<file path="src/rtl/mem_read_rr_arbiter.sv">
// mem_read_rr_arbiter
//   Shares one packet-memory read port between N read controllers.
//   Work-conserving round-robin grant (idle ports skipped) with an optional
//   burst credit of up to MAX_BURST consecutive grants per port. A tag
//   pipeline, READ_LAT deep, routes each read response back to the port that
//   issued the read. A sticky error flag reports responses and tags that do
//   not line up.
//
// Ports
//   clk           clock, all state on posedge
//   rst_n         asynchronous active-low reset
//   mem_re_i      [N] read request per port, held until granted
//   mem_raddr_i   [N*ADDR_W] read address per port, port p at [p*ADDR_W +: ADDR_W]
//   mem_gnt_o     [N] one-hot grant, same cycle as the request
//   mem_ready_i   memory can accept a read this cycle
//   mem_re_o      read enable to memory
//   mem_raddr_o   read address to memory (0 when idle)
//   mem_rvalid_i  read data valid from memory
//   mem_rdata_i   read data from memory
//   mem_rvalid_o  [N] per-port response valid
//   mem_rdata_o   shared response data, passed straight through
//   ptr_o         current priority pointer (debug)
//   err_o         sticky response/tag mismatch flag
module mem_read_rr_arbiter #(
  parameter int N          = 4,
  parameter int ADDR_W     = 10,
  parameter int BLOCK_BITS = 512,
  parameter int READ_LAT   = 1,
  parameter int MAX_BURST  = 1,
  localparam int IDX_W     = $clog2(N)
) (
  input  logic                  clk,
  input  logic                  rst_n,
  input  logic [N-1:0]          mem_re_i,
  input  logic [N*ADDR_W-1:0]   mem_raddr_i,
  output logic [N-1:0]          mem_gnt_o,
  input  logic                  mem_ready_i,
  output logic                  mem_re_o,
  output logic [ADDR_W-1:0]     mem_raddr_o,
  input  logic                  mem_rvalid_i,
  input  logic [BLOCK_BITS-1:0] mem_rdata_i,
  output logic [N-1:0]          mem_rvalid_o,
  output logic [BLOCK_BITS-1:0] mem_rdata_o,
  output logic [IDX_W-1:0]      ptr_o,
  output logic                  err_o
);

  localparam int CNT_W = $clog2(MAX_BURST + 1);
  localparam logic [IDX_W:0]   NUM_PORTS = (IDX_W+1)'(N);
  localparam logic [IDX_W-1:0] LAST_IDX  = IDX_W'(N - 1);
  localparam logic [CNT_W-1:0] BURST_MAX = CNT_W'(MAX_BURST);
  localparam logic [N-1:0]     ONE_HOT0  = N'(1);

  logic [IDX_W-1:0] r_ptr;
  logic [CNT_W-1:0] r_burst;
  logic             r_err;
  logic             r_tag_v [READ_LAT];
  logic [IDX_W-1:0] r_tag_p [READ_LAT];

  logic             w_found;
  logic [IDX_W-1:0] w_gidx;
  logic [IDX_W:0]   w_sum;
  logic             w_grant;
  logic [CNT_W-1:0] w_n;
  logic             w_tag_v;
  logic [IDX_W-1:0] w_tag_p;

  // Cyclic scan starting at the pointer; the first requester wins.
  // r_ptr < N, so ptr+k < 2N and one conditional subtract gives mod N.
  always_comb begin
    w_found = 1'b0;
    w_gidx  = '0;
    w_sum   = '0;
    for (int k = 0; k < N; k++) begin
      w_sum = {1'b0, r_ptr} + (IDX_W+1)'(k);
      if (w_sum >= NUM_PORTS) begin
        w_sum = w_sum - NUM_PORTS;
      end
      if (!w_found && mem_re_i[w_sum[IDX_W-1:0]]) begin
        w_found = 1'b1;
        w_gidx  = w_sum[IDX_W-1:0];
      end
    end
  end

  // Grant is gated by rst_n so nothing reaches memory while reset is held.
  assign w_grant     = w_found & mem_ready_i & rst_n;
  assign mem_re_o    = w_grant;
  assign mem_gnt_o   = w_grant ? (ONE_HOT0 << w_gidx) : '0;
  assign mem_raddr_o = w_grant ? mem_raddr_i[w_gidx*ADDR_W +: ADDR_W] : '0;

  // Burst credit: consecutive grants to the pointer port accumulate; once
  // the credit is used up the pointer moves past the granted port.
  assign w_n = (w_gidx == r_ptr) ? (r_burst + CNT_W'(1)) : CNT_W'(1);

  always_ff @(posedge clk or negedge rst_n) begin
    if (!rst_n) begin
      r_ptr   <= '0;
      r_burst <= '0;
    end else if (w_grant) begin
      if (w_n >= BURST_MAX) begin
        r_ptr   <= (w_gidx == LAST_IDX) ? '0 : (w_gidx + IDX_W'(1));
        r_burst <= '0;
      end else begin
        r_ptr   <= w_gidx;
        r_burst <= w_n;
      end
    end
  end

  // Tag pipeline: one {valid, port} entry per cycle of memory latency.
  always_ff @(posedge clk or negedge rst_n) begin
    if (!rst_n) begin
      for (int i = 0; i < READ_LAT; i++) begin
        r_tag_v[i] <= 1'b0;
        r_tag_p[i] <= '0;
      end
    end else begin
      r_tag_v[0] <= w_grant;
      r_tag_p[0] <= w_gidx;
      for (int i = 1; i < READ_LAT; i++) begin
        r_tag_v[i] <= r_tag_v[i-1];
        r_tag_p[i] <= r_tag_p[i-1];
      end
    end
  end

  assign w_tag_v = r_tag_v[READ_LAT-1];
  assign w_tag_p = r_tag_p[READ_LAT-1];

  // A response with no tag is dropped here (valid stays low).
  assign mem_rvalid_o = (mem_rvalid_i & w_tag_v) ? (ONE_HOT0 << w_tag_p) : '0;
  assign mem_rdata_o  = mem_rdata_i;

  always_ff @(posedge clk or negedge rst_n) begin
    if (!rst_n) begin
      r_err <= 1'b0;
    end else if (mem_rvalid_i != w_tag_v) begin
      r_err <= 1'b1;
    end
  end

  assign ptr_o = r_ptr;
  assign err_o = r_err;

endmodule

</file>
<file path="config.mk">
export PLATFORM = sky130hd
export DESIGN_NAME = mem_read_rr_arbiter
export DESIGN_NICKNAME = d
export VERILOG_FILES = /design/src/rtl/mem_read_rr_arbiter.sv
export SDC_FILE = /design/constraint.sdc
export NUM_CORES = 1
export LEC_CHECK = 0
export ABC_CLOCK_PERIOD_IN_PS = 3700
export CAP_MARGIN = 25
export CORE_AREA = 5 5 429 431
export CTS_CLUSTER_DIAMETER = 120
export DETAILED_ROUTE_END_ITERATION = 8
export DIE_AREA = 0 0 434 436
export HOLD_SLACK_MARGIN = 0.02
export PLACE_DENSITY = 0.3
export SYNTH_ARGS = -nofsm -noshare
export SYNTH_HDL_FRONTEND = slang
export SYNTH_SLANG_ARGS = --single-unit
</file>
<file path="constraint.sdc">
create_clock -name clk -period 3.7 [get_ports clk]
set_input_delay 0.37 -clock clk [delete_from_list [all_inputs] [get_ports clk]]
set_output_delay 0.37 -clock clk [all_outputs]
set_load 0.01 [all_outputs]
</file>
==> out/results.ini <==
[sta]
setup_tns_ns=0
slew_viol_final=0
finalHoldViolations=0
worst_pin_slew_ns=0.539
period_needed_ns=3.28
finClkSkew_ns=0.0135
setup_viol=0
fin_crit_sh_pct=88.6
rsz0062_at_grt=no
slew_headroom_pct=64.0
max_freq_mhz=305
holdWs_ns=0.541

[cts]
post_cts_buffers=0
cts.sinks=6
h-tree-depth=1
postCtsHoldBufs=0
path_clk_slew_ns=0.04
insertion_delay_ns=0.25
cts_buffers=3
post_cts_resized=0
cts.path.max_buffers=2
cts_tree=done
clockRootBuffer=clkbuf_16

[floorplanning]
io_pins=1094
die_y_um=436
die_x_um=434
start_util_pct=2.53
fp-row-count=156
core_um2=180000
die-area_um2=189000

[place]
routabilityCongestion=0.843
io_buffers=69
dpl.hpwl_um=110000

[cells_and_area]
areaGrowthSynthToFinish_pct=-0.826
antennaDiodeCount=0
fill_cells=21400
final_nets=721
drive_gt1_share_pct=12.3

[synth]
synthFlopType=dfrtp_1
yosys.area.top_type=buf_4
syn_nets=1151
syn_avg_cell_area_um2=7.75
ys_seq_area_share_pct=3.31
synth_top_area_share_pct=84.6
yosysUniqueCellTypes=23
synth_compound_area_share_pct=2.31
synth_commonest_cells=buf_4 (512), mux2i_1 (21), o22ai_1 (10)
synth_top_family_by_area=buffers and inverters
synthAdderAreaFrac_pct=1.38
synth.most_common_cell=buf_4
syn-cell-area_um2=4540
synth_xor_area_share_pct=0
synth-seq-cells=6
synth_edf_count=0
yosys.area_share.simple_pct=2.59
ys_warn_count=0
synthArstFlopShare_pct=100
synth_cells=586
synthTopCellsByArea=buf_4 (85%), mux2i_1 (4.6%), dfrtp_1 (3.3%)
synth.area.mux_share_pct=5.12

[pwr]
ir_worst_vdd_uv=103
power.net_switching_uw=390
seqPwrFrac_pct=14.4
power.share.clock_pct=22.9
leakagePower_uw=0.000678
switching_share_pct=44.8
power.density_nw_per_um2=194
p_int_uw=482
combPwrFrac_pct=62.7

[run_status]
status=completed

[run]
cap_violations=0

[detailed_routing]
vias=2074
ant_nets=0
drt_first_pass_iters=4
drt_iter0_drc=172
routed_wl_um=113000
via_per_inst=0.822
wl_per_cell_um=44.8
drcViolationCount=0

[worst_setup_path]
cp_common_cell=clkdlybuf4s50_1
path_cells=clkdlybuf4s50_1 -> nand2b_1 -> a211o_1 -> nor2b_1 -> buf_4 -> inv_1 -> nand2_1 -> buf_12 -> o22ai_1 -> clkdlybuf4s50_1
path_class=in2out
critPathMaxFanout=10
crit_path_start_kind=input port
max_stage_delay_ns=0.69
crit_required_ns=3.33
arrival_ns=2.91
crit_path_end_kind=output pin
crit_path_top_delay_cell=clkdlybuf4s50_1

[global_routing]
antenna_found_initial=2
grt_pass1_vias=1932
grt-ovfl-total=0
grt_max_degree=26
grt_pass1_wl_um=118000
track_usage_pct=11.4

[hold_path]
hp-class=reg2reg

## power by group through the flow
stage / Clock, uW / Combinational (uW) / Sequential (uW)
final: 200 / 547 / 126
after global routing: 206 / 583 / 130
after CTS: 211 / 573 / 126
after detailed placement: 0 / 570 / 127
after global placement: 0 / 576 / 128
after floorplan: 0 / 794 / 113
## state kept, by name (all words and copies together), names as in the netlist
name	cells
r_tag_v	1
r_tag_p	2
ptr_o	2
err_o	1
## cells by family (layout without fill, tap and decap cells)
logic type | Yosys count | in the layout
AOI/OAI and AO/OA | 14 | 14
buffers and inverters | 516 | 84
and+or+nand+nor | 22 | 22
muxes | 23 | 23
DFF | 6 | 6
adders and majority gates | 5 | 5
## routing by layer
layer	global-route usage, %	up-vias	share of wire, %
met5	2.25	-	0.56
met4	2.50	16	2.4
met3	22.3	107	42
met2	18.6	846	46
met1	3.04	672	9.2
li1	-	433	-
## final timing paths
path                                 startpoint                   end  slack [ns]  depth (start not counted)
max                                 mem_re_i[3]        mem_raddr_o[7]        0.42                         10
min                           err_o$_DFFE_PN0P_     err_o$_DFFE_PN0P_        0.54                          1
max reg2reg                ptr_o[1]$_DFFE_PN0P_  ptr_o[1]$_DFFE_PN0P_        1.61                          6
min reg2reg                   err_o$_DFFE_PN0P_     err_o$_DFFE_PN0P_        0.54                          1
max in group asynchronous                 rst_n     err_o$_DFFE_PN0P_        2.92                          2
min in group asynchronous                 rst_n  ptr_o[0]$_DFFE_PN0P_        0.62                          2
## worst max-delay path: cells and delay by family
kind,cells,cell delay (ns)
buffers and inverters,5,1.61
AOI/OAI and AO/OA,2,0.47
and+or+nand+nor,3,0.41
## layout by cell type (no fill, tap or decap), types with 2 or more instances in the layout
master | netlist | final
and2_1 | 4 | 4
buf_12 | 0 | 2
buf_4 | 512 | 9
clkbuf_16 | 0 | 3
clkdlybuf4s50_1 | 0 | 68
dfrtp_1 | 6 | 6
ha_1 | 5 | 5
mux2i_1 | 21 | 21
nand2_1 | 5 | 5
nand2b_1 | 2 | 2
nor2_1 | 5 | 5
nor3b_1 | 2 | 2
o22ai_1 | 10 | 10
## area by class of cell
| cell class | instances | area, um2 | share of cell area (%) |
|---|---|---|---|
| well taps | 2370 | 2970 | 65.8 |
| repair buffers | 79 | 788 | 17.5 |
| multi-input cells | 64 | 518 | 11.5 |
| flip-flops and latches | 6 | 150 | 3.33 |
| clock buffers | 3 | 75.1 | 1.67 |
| inverters | 2 | 7.51 | 0.167 |
## through the flow
stage,utilization [%],total power (uW),instance area [um2],worst slack (ns),std cells
6_report,2.51,872,4500,0.423,2524
5_1_grt,2.51,919,4500,0.351,2524
4_1_cts,2.51,910,4500,0.430,2524
3_5_place_dp,2.46,698,4430,0.463,2521
3_3_place_gp,2.46,704,4430,0.419,2521
2_1_floorplan,-,907,4540,1.75,586
Note: power is estimated with default switching activity, not from simulation.
